$ cat config.mk
export PLATFORM = sky130hd
export DESIGN_NAME = nd_array_reduce
export DESIGN_NICKNAME = d
export VERILOG_FILES = /design/src/rtl/nd_array_reduce.sv
export SDC_FILE = /design/constraint.sdc
export NUM_CORES = 1
export LEC_CHECK = 0
export BUFFER_PORTS_ARGS = -buffer_cell sky130_fd_sc_hd__buf_2
export CELL_PAD_IN_SITES_DETAIL_PLACEMENT = 0
export CELL_PAD_IN_SITES_GLOBAL_PLACEMENT = 1
export CORE_MARGIN = 2
export CORE_UTILIZATION = 40
export CTS_BUF_LIST = sky130_fd_sc_hd__clkbuf_16
export DETAILED_ROUTE_END_ITERATION = 7
export GPL_TIMING_DRIVEN = 0
export MAX_ROUTING_LAYER = met4
export PLACE_DENSITY_LB_ADDON = 0.08
export SYNTH_ARGS = -nofsm -noshare
export SYNTH_HDL_FRONTEND = slang
export SYNTH_SLANG_ARGS = --single-unit
$ cat constraint.sdc
create_clock -name clk -period 11.1 [get_ports clk]
set_input_delay 2.22 -clock clk [delete_from_list [all_inputs] [get_ports clk]]
set_output_delay 2.22 -clock clk [all_outputs]
set_load 0.02 [all_outputs]
$ cat src/rtl/nd_array_reduce.sv
// nd_array_reduce: D0 x D1 x D2 register array of W-bit elements with a random-access
// write/read port and a sequential reduction engine.
//
// A start pulse in IDLE sweeps every element in row-major order (k fastest), LANES elements
// per cycle, and produces an ACC_W-bit reduction. The array is owned by the engine while
// busy, so host writes are dropped during a sweep.
//
// Modes: 00 unsigned sum, 01 sign-extended sum, 10 increment-and-sum with write-back,
//        11 clear (write 0, result 0).
//
// Optional build macro REDUCE_MAX_EN adds max_out: the largest element seen by the last
// sweep (signed compare in mode 01, unsigned otherwise, post-write values in modes 10/11).
//
// Ports:
//   clk, rst_n                 clock (rising edge), asynchronous active-low reset
//   wr_en, wr_i/j/k, wr_data   host write, honoured only in IDLE and for in-range indices
//   rd_i/j/k, rd_data          combinational read, 0 for out-of-range indices
//   start, mode                begin a reduction (sampled only in IDLE), operation select
//   busy                       high from the first sweep cycle through the done cycle
//   done                       one-cycle pulse when result/ovf are valid
//   result, ovf                last reduction result and overflow flag, held until next done
//   max_out                    (REDUCE_MAX_EN only) maximum element of the last sweep
module nd_array_reduce #(
  parameter int unsigned D0    = 2,
  parameter int unsigned D1    = 3,
  parameter int unsigned D2    = 4,
  parameter int unsigned W     = 16,
  parameter int unsigned ACC_W = 32,
  parameter int unsigned LANES = 1,
  localparam int unsigned IW   = (D0 > 1) ? $clog2(D0) : 1,
  localparam int unsigned JW   = (D1 > 1) ? $clog2(D1) : 1,
  localparam int unsigned KW   = (D2 > 1) ? $clog2(D2) : 1
) (
  input  logic             clk,
  input  logic             rst_n,
  input  logic             wr_en,
  input  logic [IW-1:0]    wr_i,
  input  logic [JW-1:0]    wr_j,
  input  logic [KW-1:0]    wr_k,
  input  logic [W-1:0]     wr_data,
  input  logic [IW-1:0]    rd_i,
  input  logic [JW-1:0]    rd_j,
  input  logic [KW-1:0]    rd_k,
  output logic [W-1:0]     rd_data,
  input  logic             start,
  input  logic [1:0]       mode,
  output logic             busy,
  output logic             done,
  output logic [ACC_W-1:0] result,
`ifdef REDUCE_MAX_EN
  output logic [W-1:0]     max_out,
`endif
  output logic             ovf
);

  localparam int unsigned N  = D0 * D1 * D2;
  localparam int unsigned AW = (N > 1) ? $clog2(N) : 1;

  localparam logic [IW-1:0] ILast = IW'(D0 - 1);
  localparam logic [JW-1:0] JLast = JW'(D1 - 1);
  localparam logic [KW-1:0] KLast = KW'(D2 - LANES);
  localparam logic [KW-1:0] KStep = KW'(LANES);

  typedef enum logic [1:0] {StIdle, StSweep, StFin} state_e;

  state_e state_q, state_d;

  logic [W-1:0]     mem_q [N];
  logic [1:0]       mode_q;
  logic [IW-1:0]    i_q;
  logic [JW-1:0]    j_q;
  logic [KW-1:0]    k_q;
  logic [ACC_W-1:0] acc_q;
  logic             trk_q;
  logic [ACC_W-1:0] result_q;
  logic             ovf_q;

  // Row-major flat address of element [i][j][k].
  function automatic logic [AW-1:0] flat_addr(input logic [IW-1:0] i, input logic [JW-1:0] j,
                                              input logic [KW-1:0] k);
    logic [31:0] a;
    a = (32'(i) * D1 + 32'(j)) * D2 + 32'(k);
    return AW'(a);
  endfunction

  function automatic logic in_range(input logic [IW-1:0] i, input logic [JW-1:0] j,
                                    input logic [KW-1:0] k);
    return (32'(i) < D0) && (32'(j) < D1) && (32'(k) < D2);
  endfunction

  // ---------------------------------------------------------------------------
  // Host port
  // ---------------------------------------------------------------------------
  logic [AW-1:0] wr_addr, rd_addr;
  logic          wr_ok, rd_ok;

  assign wr_addr = flat_addr(wr_i, wr_j, wr_k);
  assign rd_addr = flat_addr(rd_i, rd_j, rd_k);
  assign wr_ok   = wr_en && (state_q == StIdle) && in_range(wr_i, wr_j, wr_k);
  assign rd_ok   = in_range(rd_i, rd_j, rd_k);
  assign rd_data = rd_ok ? mem_q[rd_addr] : '0;

  // ---------------------------------------------------------------------------
  // FSM
  // ---------------------------------------------------------------------------
  logic last_group;

  assign last_group = (i_q == ILast) && (j_q == JLast) && (k_q == KLast);

  always_ff @(posedge clk or negedge rst_n) begin
    if (!rst_n) begin
      state_q <= StIdle;
    end else begin
      state_q <= state_d;
    end
  end

  always_comb begin
    state_d = state_q;
    unique case (state_q)
      StIdle:  if (start) state_d = StSweep;
      StSweep: if (last_group) state_d = StFin;
      StFin:   state_d = StIdle;
      default: state_d = StIdle;
    endcase
  end

  assign busy = (state_q != StIdle);
  assign done = (state_q == StFin);

  // ---------------------------------------------------------------------------
  // Group datapath: LANES elements folded into the accumulator per cycle. Lanes are
  // chained so overflow is tracked on every per-element partial sum.
  // ---------------------------------------------------------------------------
  logic [AW-1:0]    base_addr;
  logic [AW-1:0]    lane_addr [LANES];
  logic [W-1:0]     val       [LANES];
  logic [ACC_W-1:0] addend    [LANES];
  logic [ACC_W:0]   psum      [LANES];
  logic [ACC_W-1:0] acc_nxt;
  logic             trk_nxt;

  assign base_addr = flat_addr(i_q, j_q, k_q);

  always_comb begin
    acc_nxt = acc_q;
    trk_nxt = trk_q;
    for (int l = 0; l < LANES; l++) begin
      lane_addr[l] = AW'(32'(base_addr) + 32'(l));
      val[l]       = mem_q[lane_addr[l]];
      addend[l]    = '0;
      unique case (mode_q)
        2'b00: addend[l] = ACC_W'(val[l]);
        2'b01: addend[l] = ACC_W'($signed(val[l]));
        2'b10: begin
          val[l]    = val[l] + 1'b1;
          addend[l] = ACC_W'(val[l]);
        end
        2'b11: val[l] = '0;
      endcase
      psum[l] = {1'b0, acc_nxt} + {1'b0, addend[l]};
      if (mode_q == 2'b01) begin
        // Signed overflow: like-signed operands producing a sum of the other sign.
        trk_nxt |= (acc_nxt[ACC_W-1] == addend[l][ACC_W-1]) &&
                   (psum[l][ACC_W-1] != acc_nxt[ACC_W-1]);
      end else begin
        trk_nxt |= psum[l][ACC_W];
      end
      acc_nxt = psum[l][ACC_W-1:0];
    end
  end

  // ---------------------------------------------------------------------------
  // Engine registers
  // ---------------------------------------------------------------------------
  always_ff @(posedge clk or negedge rst_n) begin
    if (!rst_n) begin
      mode_q   <= 2'b00;
      i_q      <= '0;
      j_q      <= '0;
      k_q      <= '0;
      acc_q    <= '0;
      trk_q    <= 1'b0;
      result_q <= '0;
      ovf_q    <= 1'b0;
    end else if ((state_q == StIdle) && start) begin
      mode_q <= mode;
      i_q    <= '0;
      j_q    <= '0;
      k_q    <= '0;
      acc_q  <= '0;
      trk_q  <= 1'b0;
    end else if (state_q == StSweep) begin
      acc_q <= acc_nxt;
      trk_q <= trk_nxt;
      if (last_group) begin
        // Publish at the edge into FIN so result is valid alongside done.
        result_q <= acc_nxt;
        ovf_q    <= trk_nxt;
        i_q      <= '0;
        j_q      <= '0;
        k_q      <= '0;
      end else if (k_q == KLast) begin
        k_q <= '0;
        if (j_q == JLast) begin
          j_q <= '0;
          i_q <= i_q + 1'b1;
        end else begin
          j_q <= j_q + 1'b1;
        end
      end else begin
        k_q <= k_q + KStep;
      end
    end
  end

  assign result = result_q;
  assign ovf    = ovf_q;

  // ---------------------------------------------------------------------------
  // Array storage: host writes in IDLE, engine write-back during SWEEP (modes 10/11).
  // ---------------------------------------------------------------------------
  always_ff @(posedge clk or negedge rst_n) begin
    if (!rst_n) begin
      for (int n = 0; n < N; n++) begin
        mem_q[n] <= '0;
      end
    end else if (state_q == StIdle) begin
      if (wr_ok) begin
        mem_q[wr_addr] <= wr_data;
      end
    end else if ((state_q == StSweep) && mode_q[1]) begin
      for (int l = 0; l < LANES; l++) begin
        mem_q[lane_addr[l]] <= val[l];
      end
    end
  end

`ifdef REDUCE_MAX_EN
  // ---------------------------------------------------------------------------
  // Running maximum of post-write element values.
  // ---------------------------------------------------------------------------
  logic [W-1:0] max_run_q, max_nxt, max_q;

  always_comb begin
    max_nxt = max_run_q;
    for (int l = 0; l < LANES; l++) begin
      if (mode_q == 2'b01) begin
        if ($signed(val[l]) > $signed(max_nxt)) max_nxt = val[l];
      end else if (val[l] > max_nxt) begin
        max_nxt = val[l];
      end
    end
  end

  always_ff @(posedge clk or negedge rst_n) begin
    if (!rst_n) begin
      max_run_q <= '0;
      max_q     <= '0;
    end else if ((state_q == StIdle) && start) begin
      // Signed sweeps start from the most negative value so all-negative arrays work.
      max_run_q <= (mode == 2'b01) ? {1'b1, {(W-1){1'b0}}} : '0;
    end else if (state_q == StSweep) begin
      max_run_q <= max_nxt;
      if (last_group) max_q <= max_nxt;
    end
  end

  assign max_out = max_q;
`endif

endmodule

==> out/metrics.cfg <==
[status]
status=complete, no violations

[clocking]
insertion_delay_ns=0.64
post_cts_buffers=0
cts_hold_repair.buffers=0
cts.clk_slew.worst_paths_ns=0.06
clock-sinks=459
cts_buffer_depth=3
cts_root_buf=clkbuf_16
cts-buffers-inserted=56
cts.repair.resized=0
h-tree-depth=2
cts_tree=built

[power]
power_leakage_nw=13.4
internal_power_mw=5.85
switching_share_pct=53.0
ir_worst_vdd_mv=0.216
seqPwrFrac_pct=24.4
p_comb_share_pct=61.8
pwr-share-clk_pct=13.8
power.switching_mw=6.61
power.total_mw=12.5
p_per_area_mw_per_mm2=380

[worst_setup_path]
slowest_delay_ns=1.07
criticalPathCategory=in -> out
cp_max_fo=10
critPathSlowestCell=buf_1
path_cells=clkbuf_1 -> buf_1 -> clkbuf_2 -> buf_1 -> mux4_2 -> mux2_2 -> a22oi_1 -> nor2_1 -> buf_2
path_buf_inv=5
crit_path_start_kind=input port
crit_family=buffers and inverters
required_ns=8.88
critPathArrivalTime_ns=7.11
critPathCaptureType=primary output
crit_top_cell=buf_1

[sta]
hold_viol_final=0
final.setup.worst_slack_ns=1.77
slew_violations=0
post-route-period-util_pct=84.1
max_freq_ghz=0.107
setup_tns_ns=0
tightest_slew_ns=1.46
slew_headroom_pct=2.73
fin_crit_ns=9.33
finClkSkew_ns=0.0245
rsz0062_at_grt=false
final-setup-viol-count=0

[synth]
synth.largest_area_cell=dfrtp_1
avgSynthCellArea_um2=9.35
synthCells=3146
synth.net_count=3223
synth.most_common_cell=nor2_1
syn-cell-area_mm2=0.0294
ys_seq_area_share_pct=39.0
synth-edff-count=0
ys_types=83
yosysTopAreaCellShare_pct=39.0
synth_ff_type=dfrtp_1
synthArstFlopShare_pct=100
synth_seq_cells=459
yosys-top-cells-count=nor2_1 (632), dfrtp_1 (459), a21oi_1 (376)
ys_top_cells_by_area=dfrtp_1 (39%), mux4_2 (13%), nor2_1 (8.1%)
yosys_warnings=0

[layout]
nFillCells=7171
syn2layout_area_growth_pct=11.4
drive_above_1_share_pct=14.0
nNetsFinal=3365

[routing]
drc_errors=0
antenna_left=0
drt_iter0_markers=3981
routed_wl_um=146000
avgRoutedWirePerCell_um=34.0
num_vias=28400
dr.pass1.iters=7
via_per_inst=6.63

[floorplanning]
dieArea_mm2=0.0757
die_x_um=275
ios=83
initial_core_util_pct=40.4
coreArea_mm2=0.0728
std_cell_rows=99
die_h_um=275

[worst_hold_path]
hold_class=reg -> reg

[global_routing]
grt_util_all_layers_pct=39.7
antenna_found_initial=1
grt_pass1_wl_um=206000
grt.overflow.total=0
grt_max_degree=113
grt_pass1_vias=27300

[placement]
gp_congestion=1.08
dp_hpwl_um=112000
port_buffers=80
post-place-ws_ns=1.94

[job]
max-cap-violations=0

-- through the flow --
step	instances	hold WS (ns)	util, %	area, um^2
after floorplan	3146	0.456	-	29400
final	4286	0.467	45.0	32800
after detailed placement	4189	0.457	42.8	31200
after CTS	4285	0.472	45.0	32800
after global placement	4185	0.459	42.6	31000
after global routing	4285	0.506	45.0	32800
-- layout make-up --
cell class | instances | area [um^2] | share of cell area [%]
Inverter | 45 | 169 | 0.515
Multi-Input combinational cell | 2376 | 16500 | 50.4
Buffer | 266 | 1250 | 3.83
Clock buffer | 56 | 1400 | 4.28
Antenna cell | 1 | 2.50 | 0.00763
Sequential cell | 459 | 11500 | 35.0
Tap cell | 959 | 1200 | 3.66
Timing Repair Buffer | 84 | 520 | 1.59
Clock inverter | 40 | 211 | 0.645
-- final timing paths --
check / start / end / slack, ns / depth (start not counted)
min in group asynchronous: rst_n / mem_q[219]$_DFFE_PN0P_ / 1.52 / 1
worst min-delay path: result[8]$_DFFE_PN0P_ / result[8]$_DFFE_PN0P_ / 0.47 / 2
max in group asynchronous: rst_n / mem_q[35]$_DFFE_PN0P_ / 8.00 / 3
worst max-delay path: rd_k[0] / rd_data[4] / 1.77 / 9
worst max register to register: j_q[0]$_DFFE_PN0P_ / result[27]$_DFFE_PN0P_ / 2.25 / 21
worst min register to register: result[8]$_DFFE_PN0P_ / result[8]$_DFFE_PN0P_ / 0.47 / 2
-- per-layer routing --
metal  track usage (%)  vias up  part of all wire (%)
li1                  -    11800                     -
met1              53.3    14300                    40
met2              57.7     1956                    44
met3              7.01      396                    10
met4              20.3        0                   6.2
met5                 -        -                     0
-- worst register-to-register path, stage by stage, from the launching register on --
cell,delay (ns)
dfrtp_1,0.43
ha_1,0.47
buf_2,0.39
clkbuf_1,0.88
mux4_2,0.45
mux2i_1,0.55
o211ai_1,0.27
ha_1,0.40
a21oi_1,0.18
nor2_1,0.05
o22ai_1,0.95
clkbuf_1,0.79
ha_1,0.43
a21oi_1,0.37
o21ai_0,0.24
a31oi_1,0.42
o21ai_0,0.23
a211oi_1,0.45
nor2_1,0.15
a31oi_1,0.25
xor2_1,0.22
o21ai_0,0.13
-- registers in the layout, indices dropped and copies added, names as in the netlist --
name / flops
j_q: 2
acc_q: 32
mem_q: 384
mode_q: 2
state_q: 2
k_q: 2
i_q: 1
result: 32
trk_q: 1
ovf: 1
-- logic make-up after synthesis --
family	after synthesis	share of synthesized area, %
AOI/OAI and AO/OA	950	19.5
xor gates and xnor gates	35	1.12
adders and majority gates	45	2.02
buffers and inverters	311	4.82
DFF	459	39.0
muxes	273	18.3
and+or+nand+nor	1073	15.1
-- power groups by stage --
stage                     Sequential, mW  Combinational, mW  Clock, mW
after floorplan                     2.84               4.64          0
after global placement              2.98               7.43          0
after detailed placement            3.03               7.51          0
after CTS                           3.00               7.53       1.73
after global routing                3.10               8.05       1.80
final                               3.04               7.70       1.72
-- cell usage in the layout (no fill, tap or decap), drive strengths merged, types with 48 or more instances in the layout --
cell type and count:
nand2 262, a31oi 51, mux2i 48, buf 152
a21oi 395, dfrtp 459, clkbuf 245, mux4 202
a22oi 153, nor2 650, o21ai 219, nand3 48
inv 57
No activity file was read; power rests on OpenSTA's default activity.
